$ cat config.mk
export PLATFORM = sky130hd
export DESIGN_NAME = lcd_pwm_decoder
export DESIGN_NICKNAME = d
export VERILOG_FILES = /design/src/rtl/lcd_pwm_decoder.sv
export SDC_FILE = /design/constraint.sdc
export NUM_CORES = 1
export LEC_CHECK = 0
export ABC_AREA = 1
export ABC_CLOCK_PERIOD_IN_PS = 6800
export CORE_MARGIN = 10
export CORE_UTILIZATION = 60
export DETAILED_ROUTE_END_ITERATION = 12
export GPL_TIMING_DRIVEN = 0
export HOLD_SLACK_MARGIN = 0.02
export MAX_ROUTING_LAYER = met4
export PLACE_DENSITY = 0.85
export SLEW_MARGIN = 20
export SYNTH_ARGS = -nofsm -noshare
export SYNTH_HDL_FRONTEND = slang
export SYNTH_SLANG_ARGS = --single-unit
$ cat constraint.sdc
create_clock -name clk -period 6.8 [get_ports clk]
set_input_delay 1.36 -clock clk [delete_from_list [all_inputs] [get_ports clk]]
set_output_delay 1.36 -clock clk [all_outputs]
set_load 0.05 [all_outputs]
$ cat src/rtl/lcd_pwm_decoder.sv
// lcd_pwm_decoder: measures a backlight PWM waveform and recovers its 1/10/20..100 brightness code.
// Define LCD_PWM_RAW_EN to add the duty_raw/period_raw snapshot outputs.

module lcd_pwm_decoder #(
  parameter int CNT_W   = 12,
  parameter int TIMEOUT = 4095
) (
  input  logic             clk,
  input  logic             reset,
  input  logic             pwm_in,
  output logic [7:0]       light_scale,
  output logic             scale_valid,
  output logic             timeout,
  output logic             overrun
`ifdef LCD_PWM_RAW_EN
  ,
  output logic [CNT_W-1:0] duty_raw,
  output logic [CNT_W-1:0] period_raw
`endif
);

  localparam logic [1:0] S_IDLE   = 2'd0;
  localparam logic [1:0] S_MEAS   = 2'd1;
  localparam logic [1:0] S_QUANT  = 2'd2;
  localparam logic [1:0] S_STATIC = 2'd3;

  localparam int               CMP_W      = CNT_W + 5;
  localparam logic [CNT_W-1:0] CNT_MAX    = CNT_W'(TIMEOUT);
  // Input must look static for TIMEOUT cycles at the synchronizer output, hence the +2.
  localparam logic [CNT_W:0]   IDLE_LIMIT = (CNT_W + 1)'(TIMEOUT + 2);

  logic             sync1_reg, sync2_reg, prev_reg;
  logic             rise;
  logic [1:0]       state_reg, state_next;
  logic [CNT_W-1:0] per_cnt_reg, per_cnt_next;
  logic [CNT_W-1:0] hi_cnt_reg, hi_cnt_next;
  logic [CNT_W-1:0] per_s_reg, per_s_next;
  logic [CNT_W-1:0] hi_s_reg, hi_s_next;
  logic [3:0]       k_reg, k_next;
  logic [CNT_W:0]   idle_cnt_reg, idle_cnt_next;
  logic [7:0]       light_scale_reg, light_scale_next;
  logic             scale_valid_reg, scale_valid_next;
  logic             timeout_reg, timeout_next;
  logic             overrun_reg, overrun_next;
`ifdef LCD_PWM_RAW_EN
  logic [CNT_W-1:0] duty_raw_reg, duty_raw_next;
  logic [CNT_W-1:0] period_raw_reg, period_raw_next;
`endif

  logic [4:0]       odd_mult;
  logic [CMP_W-1:0] hi_x20;
  logic [CMP_W-1:0] per_xodd;
  logic             step_ok;
  logic [7:0]       k_code;
  logic             go_static;

  assign rise = sync2_reg & ~prev_reg;

  // Duty >= (2k+1)/20 means the nearest decade is above k; ties land on the upper decade.
  assign odd_mult = {k_reg, 1'b1};
  assign hi_x20   = CMP_W'(hi_s_reg) * CMP_W'(5'd20);
  assign per_xodd = CMP_W'(per_s_reg) * CMP_W'(odd_mult);
  assign step_ok  = (k_reg < 4'd10) && (hi_x20 >= per_xodd);
  assign k_code   = (k_reg == 4'd0) ? 8'd1 : 8'({4'd0, k_reg} * 8'd10);

  always_comb begin
    state_next       = state_reg;
    per_cnt_next     = per_cnt_reg;
    hi_cnt_next      = hi_cnt_reg;
    per_s_next       = per_s_reg;
    hi_s_next        = hi_s_reg;
    k_next           = k_reg;
    idle_cnt_next    = idle_cnt_reg;
    light_scale_next = light_scale_reg;
    scale_valid_next = 1'b0;
    timeout_next     = timeout_reg;
    overrun_next     = overrun_reg;
    go_static        = 1'b0;
`ifdef LCD_PWM_RAW_EN
    duty_raw_next    = duty_raw_reg;
    period_raw_next  = period_raw_reg;
`endif

    if (rise) begin
      per_cnt_next = CNT_W'(1);
      hi_cnt_next  = CNT_W'(1);
    end else begin
      if (per_cnt_reg < CNT_MAX) per_cnt_next = per_cnt_reg + CNT_W'(1);
      if (sync2_reg && (hi_cnt_reg < CNT_MAX)) hi_cnt_next = hi_cnt_reg + CNT_W'(1);
    end

    case (state_reg)
      S_IDLE: begin
        if (rise) begin
          state_next = S_MEAS;
        end else begin
          per_cnt_next = '0;
          hi_cnt_next  = '0;
          if (idle_cnt_reg == IDLE_LIMIT) go_static = 1'b1;
          else idle_cnt_next = idle_cnt_reg + 1'b1;
        end
      end
      S_MEAS: begin
        if (rise) begin
          hi_s_next  = hi_cnt_reg;
          per_s_next = per_cnt_reg;
          k_next     = 4'd0;
          state_next = S_QUANT;
        end else if (per_cnt_reg == CNT_MAX) begin
          go_static = 1'b1;
        end
      end
      S_QUANT: begin
        // A new edge here cannot be snapshotted; the counters restart and the old result finishes.
        if (rise) overrun_next = 1'b1;
        if (step_ok) begin
          k_next = k_reg + 4'd1;
        end else begin
          state_next       = S_MEAS;
          light_scale_next = k_code;
          scale_valid_next = 1'b1;
`ifdef LCD_PWM_RAW_EN
          duty_raw_next    = hi_s_reg;
          period_raw_next  = per_s_reg;
`endif
        end
      end
      default: begin
        if (rise) begin
          timeout_next = 1'b0;
          state_next   = S_MEAS;
        end else begin
          per_cnt_next = '0;
          hi_cnt_next  = '0;
        end
      end
    endcase

    if (go_static) begin
      state_next       = S_STATIC;
      per_cnt_next     = '0;
      hi_cnt_next      = '0;
      light_scale_next = sync2_reg ? 8'd100 : 8'd1;
      scale_valid_next = 1'b1;
      timeout_next     = 1'b1;
`ifdef LCD_PWM_RAW_EN
      duty_raw_next    = '0;
      period_raw_next  = '0;
`endif
    end
  end

  always_ff @(posedge clk) begin
    if (reset) begin
      sync1_reg       <= 1'b0;
      sync2_reg       <= 1'b0;
      prev_reg        <= 1'b0;
      state_reg       <= S_IDLE;
      per_cnt_reg     <= '0;
      hi_cnt_reg      <= '0;
      per_s_reg       <= '0;
      hi_s_reg        <= '0;
      k_reg           <= 4'd0;
      idle_cnt_reg    <= '0;
      light_scale_reg <= 8'd20;
      scale_valid_reg <= 1'b0;
      timeout_reg     <= 1'b0;
      overrun_reg     <= 1'b0;
`ifdef LCD_PWM_RAW_EN
      duty_raw_reg    <= '0;
      period_raw_reg  <= '0;
`endif
    end else begin
      sync1_reg       <= pwm_in;
      sync2_reg       <= sync1_reg;
      prev_reg        <= sync2_reg;
      state_reg       <= state_next;
      per_cnt_reg     <= per_cnt_next;
      hi_cnt_reg      <= hi_cnt_next;
      per_s_reg       <= per_s_next;
      hi_s_reg        <= hi_s_next;
      k_reg           <= k_next;
      idle_cnt_reg    <= idle_cnt_next;
      light_scale_reg <= light_scale_next;
      scale_valid_reg <= scale_valid_next;
      timeout_reg     <= timeout_next;
      overrun_reg     <= overrun_next;
`ifdef LCD_PWM_RAW_EN
      duty_raw_reg    <= duty_raw_next;
      period_raw_reg  <= period_raw_next;
`endif
    end
  end

  assign light_scale = light_scale_reg;
  assign scale_valid = scale_valid_reg;
  assign timeout     = timeout_reg;
  assign overrun     = overrun_reg;
`ifdef LCD_PWM_RAW_EN
  assign duty_raw    = duty_raw_reg;
  assign period_raw  = period_raw_reg;
`endif

endmodule

-- After elaboration in Yosys (flattened, before gate mapping)
Cells that the tools add are included.
- word-level logic and storage cells: 89
- output and inout bits: 11
- flip-flop bits (word level): 81
- bits of input ports: 3
- magnitude comparators: 4
- mux-type cells: 32
- bitwise operators: 4
- reductions and logical operators: 18
- $mul: 3
- add/sub/neg operators: 4
- equal/unequal tests: 10
- operators by type and width (kind ; count):
    $mux 12 ; 8
    $mux 8 ; 4
    $add 12x1->12 const B ; 2
    $lt 12x12->1 const B ; 2
    $ge 17x17->1 ; 1
    $mul 12x5->17 ; 1
    $mul 12x3->15 const B ; 1
    $add 13x1->13 const B ; 1
    $eq 13x13->1 const B ; 1
    $eq 12x12->1 const B ; 1
    $mux 1 ; 10
    $reduce_and 3->1 ; 3
    $mux 2 ; 4
    $mux 4 ; 2
    $pmux 4 s2 ; 1
    $reduce_and 2->1 ; 4
    $mul 4x3->7 const B ; 1
    $mux 7 ; 1
    $ne 3x3->1 const B ; 2
    $reduce_bool 2->1 ; 3
    $add 4x1->4 const B ; 1
    $logic_not 4->1 ; 1
    $lt 4x4->1 const B ; 1
    $ne 2x1->1 const B ; 2
    other kinds (12) ; 17

-- Logic depth before layout (Yosys ltp)
- word-level depth: 6
- depth in mapped cells: 32
- depth with buffers taken out: 30

-- Worst setup path before layout
OpenSTA, ideal clock, no wires.
- path type: flip-flop to flip-flop
- start: register k_reg[2]
- end: register k_reg[0]
- path slack: 1.680 ns
- stages on the path, launching flop included: 29
- path buffers: 2
- data arrival time: 5.007 ns
- cells stage by stage: dfxtp_1 clkbuf_1 clkbuf_1 nand2_1 fa_1 fa_1 fa_1 inv_1 ha_1 a21oi_1 nand2_1 a21oi_1 inv_1 a21o_1 nand2_1 nand2_1 xor2_1 ha_1 nand2_1 nor2_1 nand2_1 nor2_1 nand2_1 nand3_1 nand2_1 nand2_1 nand2_1 nor2_1 nor2_1
- cells in the longest elaborated chain, start to end: 5
- elaborated cells on any way between the ends: 6
- those cells by class: mul (1); order compare (2); eq/ne (1); reduce/logical (2)
- RTL lines (what ; line ; text):
    start, declared ; 39 ; logic [3:0] k_reg, k_next;
    start signal, assigned ; 182 ; k_reg <= k_next;
    $mul 12x5->17 ; 62 ; assign per_xodd = CMP_W'(per_s_reg) * CMP_W'(odd_mult);
    $ge 17x17->1 ; 63 ; assign step_ok = (k_reg < 4'd10) && (hi_x20 >= per_xodd);
    $logic_and 1x1->1 * ; 63 ;
    $ne 2x2->1 (no source line) * ; - ;
    $reduce_and 3->1 (no source line) * ; - ;
Mark *: on every way between the ends. The rest lies on a longest branch, timed or not.
A chain may end at the register's enable or synchronous reset.

-- Final worst setup path
- start: register k_reg[2]
- end: register k_reg[3]
- cells in the longest elaborated chain, start to end: 5
- elaborated cells on any way between the ends: 9
- those cells by class: add/sub (1); mul (1); order compare (2); eq/ne (1); mux (2); reduce/logical (2)
- RTL lines (what ; line):
    $mul 12x5->17 ; 62
    $ge 17x17->1 ; 63
    $logic_and 1x1->1 ; 63
    $ne 2x2->1 (no source line) ; -
    $reduce_and 3->1 (no source line) ; -
Several ways; a longest one is shown, not always the timed one. The select of a mux whose other input is x is not followed.

==> results by group <==
Synth
  – Avg Inst Size Synth: 7.10 um2
  – Yosys reg bits: 81
  – Mapped Area: 6620 um2
  – Unique cell type count in the Yosys netlist: 41
  – Sequential area share after synthesis: 24.5%
  – YS warnings: 0
  – Post-synthesis cell count: 932
  – Syn Nets: 1,040

Route
  – DR WL/cell: 13.1 um
  – Via count: 5,877
  – Initial DRC count: 441
  – Drt pass-1 iters: 5
  – Antenna Nets Post-Route: 0
  – DRT Wirelength: 14.4 mm
  – Via density: 5.34
  – Drt drc: 0

Flow run
  – Max-Cap Viols: 0

Status
  – Status: complete, no violations

Critical path
  – CP max FO: 10
  – CP Capture Type: flop
  – WP data required: 7.07 ns
  – Startpoint Class: flop
  – Most used cell, CP: nand2_1
  – Crit-path slowest cell: fa_1
  – Arr. time, crit path: 6.28 ns
  – Slowest Stage Delay on Critical Path: 0.53 ns
  – Critical path class: reg -> reg

STA
  – Setup TNS Final: 0 ns
  – Final setup violating endpoints: 0
  – Min Tclk post-route: 6.01 ns
  – Setup Skew: 0.0143 ns
  – RSZ-0062 raised after global routing: no
  – Max Slew Vio Count: 0
  – Rel. slew slack: 60.2%
  – Max Fclk: 166 MHz
  – Final number of hold-violating endpoints: 0
  – Min Hold Slack: 0.412 ns
  – Worst Tran Pin Value: 0.598 ns
  – Period utilization: 88.4%

Clock tree
  – CTS Hold Buffers Added: 0
  – H-tree Lvls: 3
  – Clock Sinks: 81
  – Clock latency on the worst-skew pair: 0.37 ns
  – Post-CTS Setup Repair Bufs: 0
  – CTS root buf: clkbuf_8
  – Clock tree buffer depth: 2
  – Worst-path clk slew: 0.08 ns
  – Post_cts resized: 0
  – Total CTS buffers: 9
  – TritonCTS clock tree: yes

Finish
  – FF+latch area: 1620 um2
  – Layout cells sized above 1: 4.90%
  – FILL cells: 955
  – Commonest non-fill, non-tap cell in the layout: nand2_1
  – Antenna diode count: 0
  – Area growth, synth to finish: 7.50%
  – Largest register FFs: 13
  – Multi-input logic area: 4270 um2
  – Most frequent cells in the layout: 208 x nand2_1, 161 x inv_1, 86 x a21oi_1
  – Nets: 1,063

Floorplan
  – Die ar.: 15,600 um2
  – Core Region: 10,800 um2
  – Die span in y: 125 um
  – Die width: 125 um
  – Rows: 38
  – Initial core utilization: 61.1%
  – I/O pin cnt: 14

Pwr
  – Clock Power Share: 32.0%
  – Cell internal pwr: 749 uW
  – P_leak: 3.53 nW
  – P_sw: 409 uW
  – Sw Ratio: 35.3%
  – Pwr/cell area: 163 nW/um2
  – VDD IR max: 137 uV
  – Combinational power share: 22.8%
  – Reg power frac: 45.2%

Place
  – Placed wire-length estimate: 11.5 mm
  – GP Congestion: 0.944
  – # port buffers: 12

Global route
  – Largest net degree at the start of global routing: 16
  – Initial antenna violation count: 0
  – GRT Overall Usage: 18.8%
  – Vias in the first global route: 5,392
  – First-pass GRT wire length: 24.7 mm
  – Total grt overflow: 0

Worst hold path
  – Hold Path Class: reg -> reg
==> cell type report <==
class / instances / share of cell area (%)
Sequential cell: 81 / 22.8
Clock inverter: 7 / 1.09
Multi-Input combinational cell: 665 / 60.1
Buffer: 22 / 1.39
Timing Repair Buffer: 12 / 1.69
Inverter: 164 / 8.79
Tap cell: 140 / 2.46
Clock buffer: 9 / 1.74
==> critical path: cells and delay by family, from the launching register on <==
family	cells	cell delay, ns
flip-flops	1	0.42
AND/OR/NAND/NOR	15	1.60
AO/OA/AOI/OAI	3	0.65
adder cells (fa/ha/maj)	5	2.16
XOR/XNOR	1	0.15
buffers and inverters	4	0.91
==> kinds of logic (layout without fill, tap and decap cells) <==
group                    after synthesis  count (layout)  synth area share, %
AND/OR/NAND/NOR                      383             383                 25.1
buffers and inverters                186             214                 10.9
AO/OA/AOI/OAI                        142             142                 11.4
adder cells (fa/ha/maj)              105             105                 23.5
flip-flops                            81              81                 24.5
XOR/XNOR                              34              34                 4.50
multiplexers                           1               1                0.151
==> path summary, 6_finish.rpt <==
| path | to | start | depth (start not counted) | slack, ns |
|---|---|---|---|---|
| min | sync2_reg | sync1_reg | 2 | 0.41 |
| max | k_reg[3] | k_reg[2] | 28 | 0.79 |
| min reg2reg | sync2_reg | sync1_reg | 2 | 0.41 |
| max reg2reg | k_reg[3] | k_reg[2] | 28 | 0.79 |
==> Yosys cell counts (all sizes together) <==
library cell / instances / area, um2
a211oi: 2 / 20.0
a21boi: 1 / 7.51
a21o: 3 / 22.5
a21oi: 86 / 430
a31oi: 3 / 18.8
and2: 1 / 6.26
buf: 7 / 42.5
clkbuf: 15 / 56.3
clkinv: 1 / 8.76
dfxtp: 81 / 1620
fa: 32 / 641
ha: 73 / 913
inv: 163 / 617
mux2i: 1 / 10.0
nand2: 217 / 857
nand3: 57 / 308
nand3b: 1 / 7.51
nand4: 9 / 56.3
nor2: 76 / 303
nor3: 14 / 70.1
nor3b: 2 / 15.0
nor4: 3 / 18.8
o211ai: 2 / 15.0
o21a: 2 / 15.0
o21ai: 40 / 200
o21bai: 1 / 7.51
o31ai: 2 / 15.0
or2: 3 / 18.8
xnor2: 15 / 131
xor2: 19 / 166
==> power groups by stage <==
stage          Sequential (mW)  Clock [mW]  Combinational (mW)
2_1_floorplan            0.537           0               0.191
3_5_place_dp             0.534           0               0.259
5_1_grt                  0.527       0.395               0.300
3_3_place_gp             0.534           0               0.254
4_1_cts                  0.523       0.375               0.262
6_report                 0.524       0.371               0.264
==> routing by layer <==
| metal | up-vias | global-route usage (%) | part of all wire (%) |
|---|---|---|---|
| li1 | 3022 | - | - |
| met3 | 21 | 3.38 | 4.7 |
| met2 | 125 | 30.4 | 48 |
| met4 | 0 | 6.17 | 1.8 |
| met1 | 2709 | 23.2 | 45 |
| met5 | - | - | 0 |
==> metrics by stage <==
step | std cells | utilization [%] | instance area (um2) | worst slack [ns] | total power, mW
after floorplan | 932 | - | 6620 | 1.68 | 0.728
after global placement | 1084 | 63.8 | 6920 | 0.973 | 0.789
after detailed placement | 1084 | 63.8 | 6920 | 0.942 | 0.793
after CTS | 1100 | 65.7 | 7120 | 0.835 | 1.16
after global routing | 1100 | 65.7 | 7120 | 0.268 | 1.22
final | 1100 | 65.7 | 7120 | 0.789 | 1.16
No activity file was read; power rests on OpenSTA's default activity.
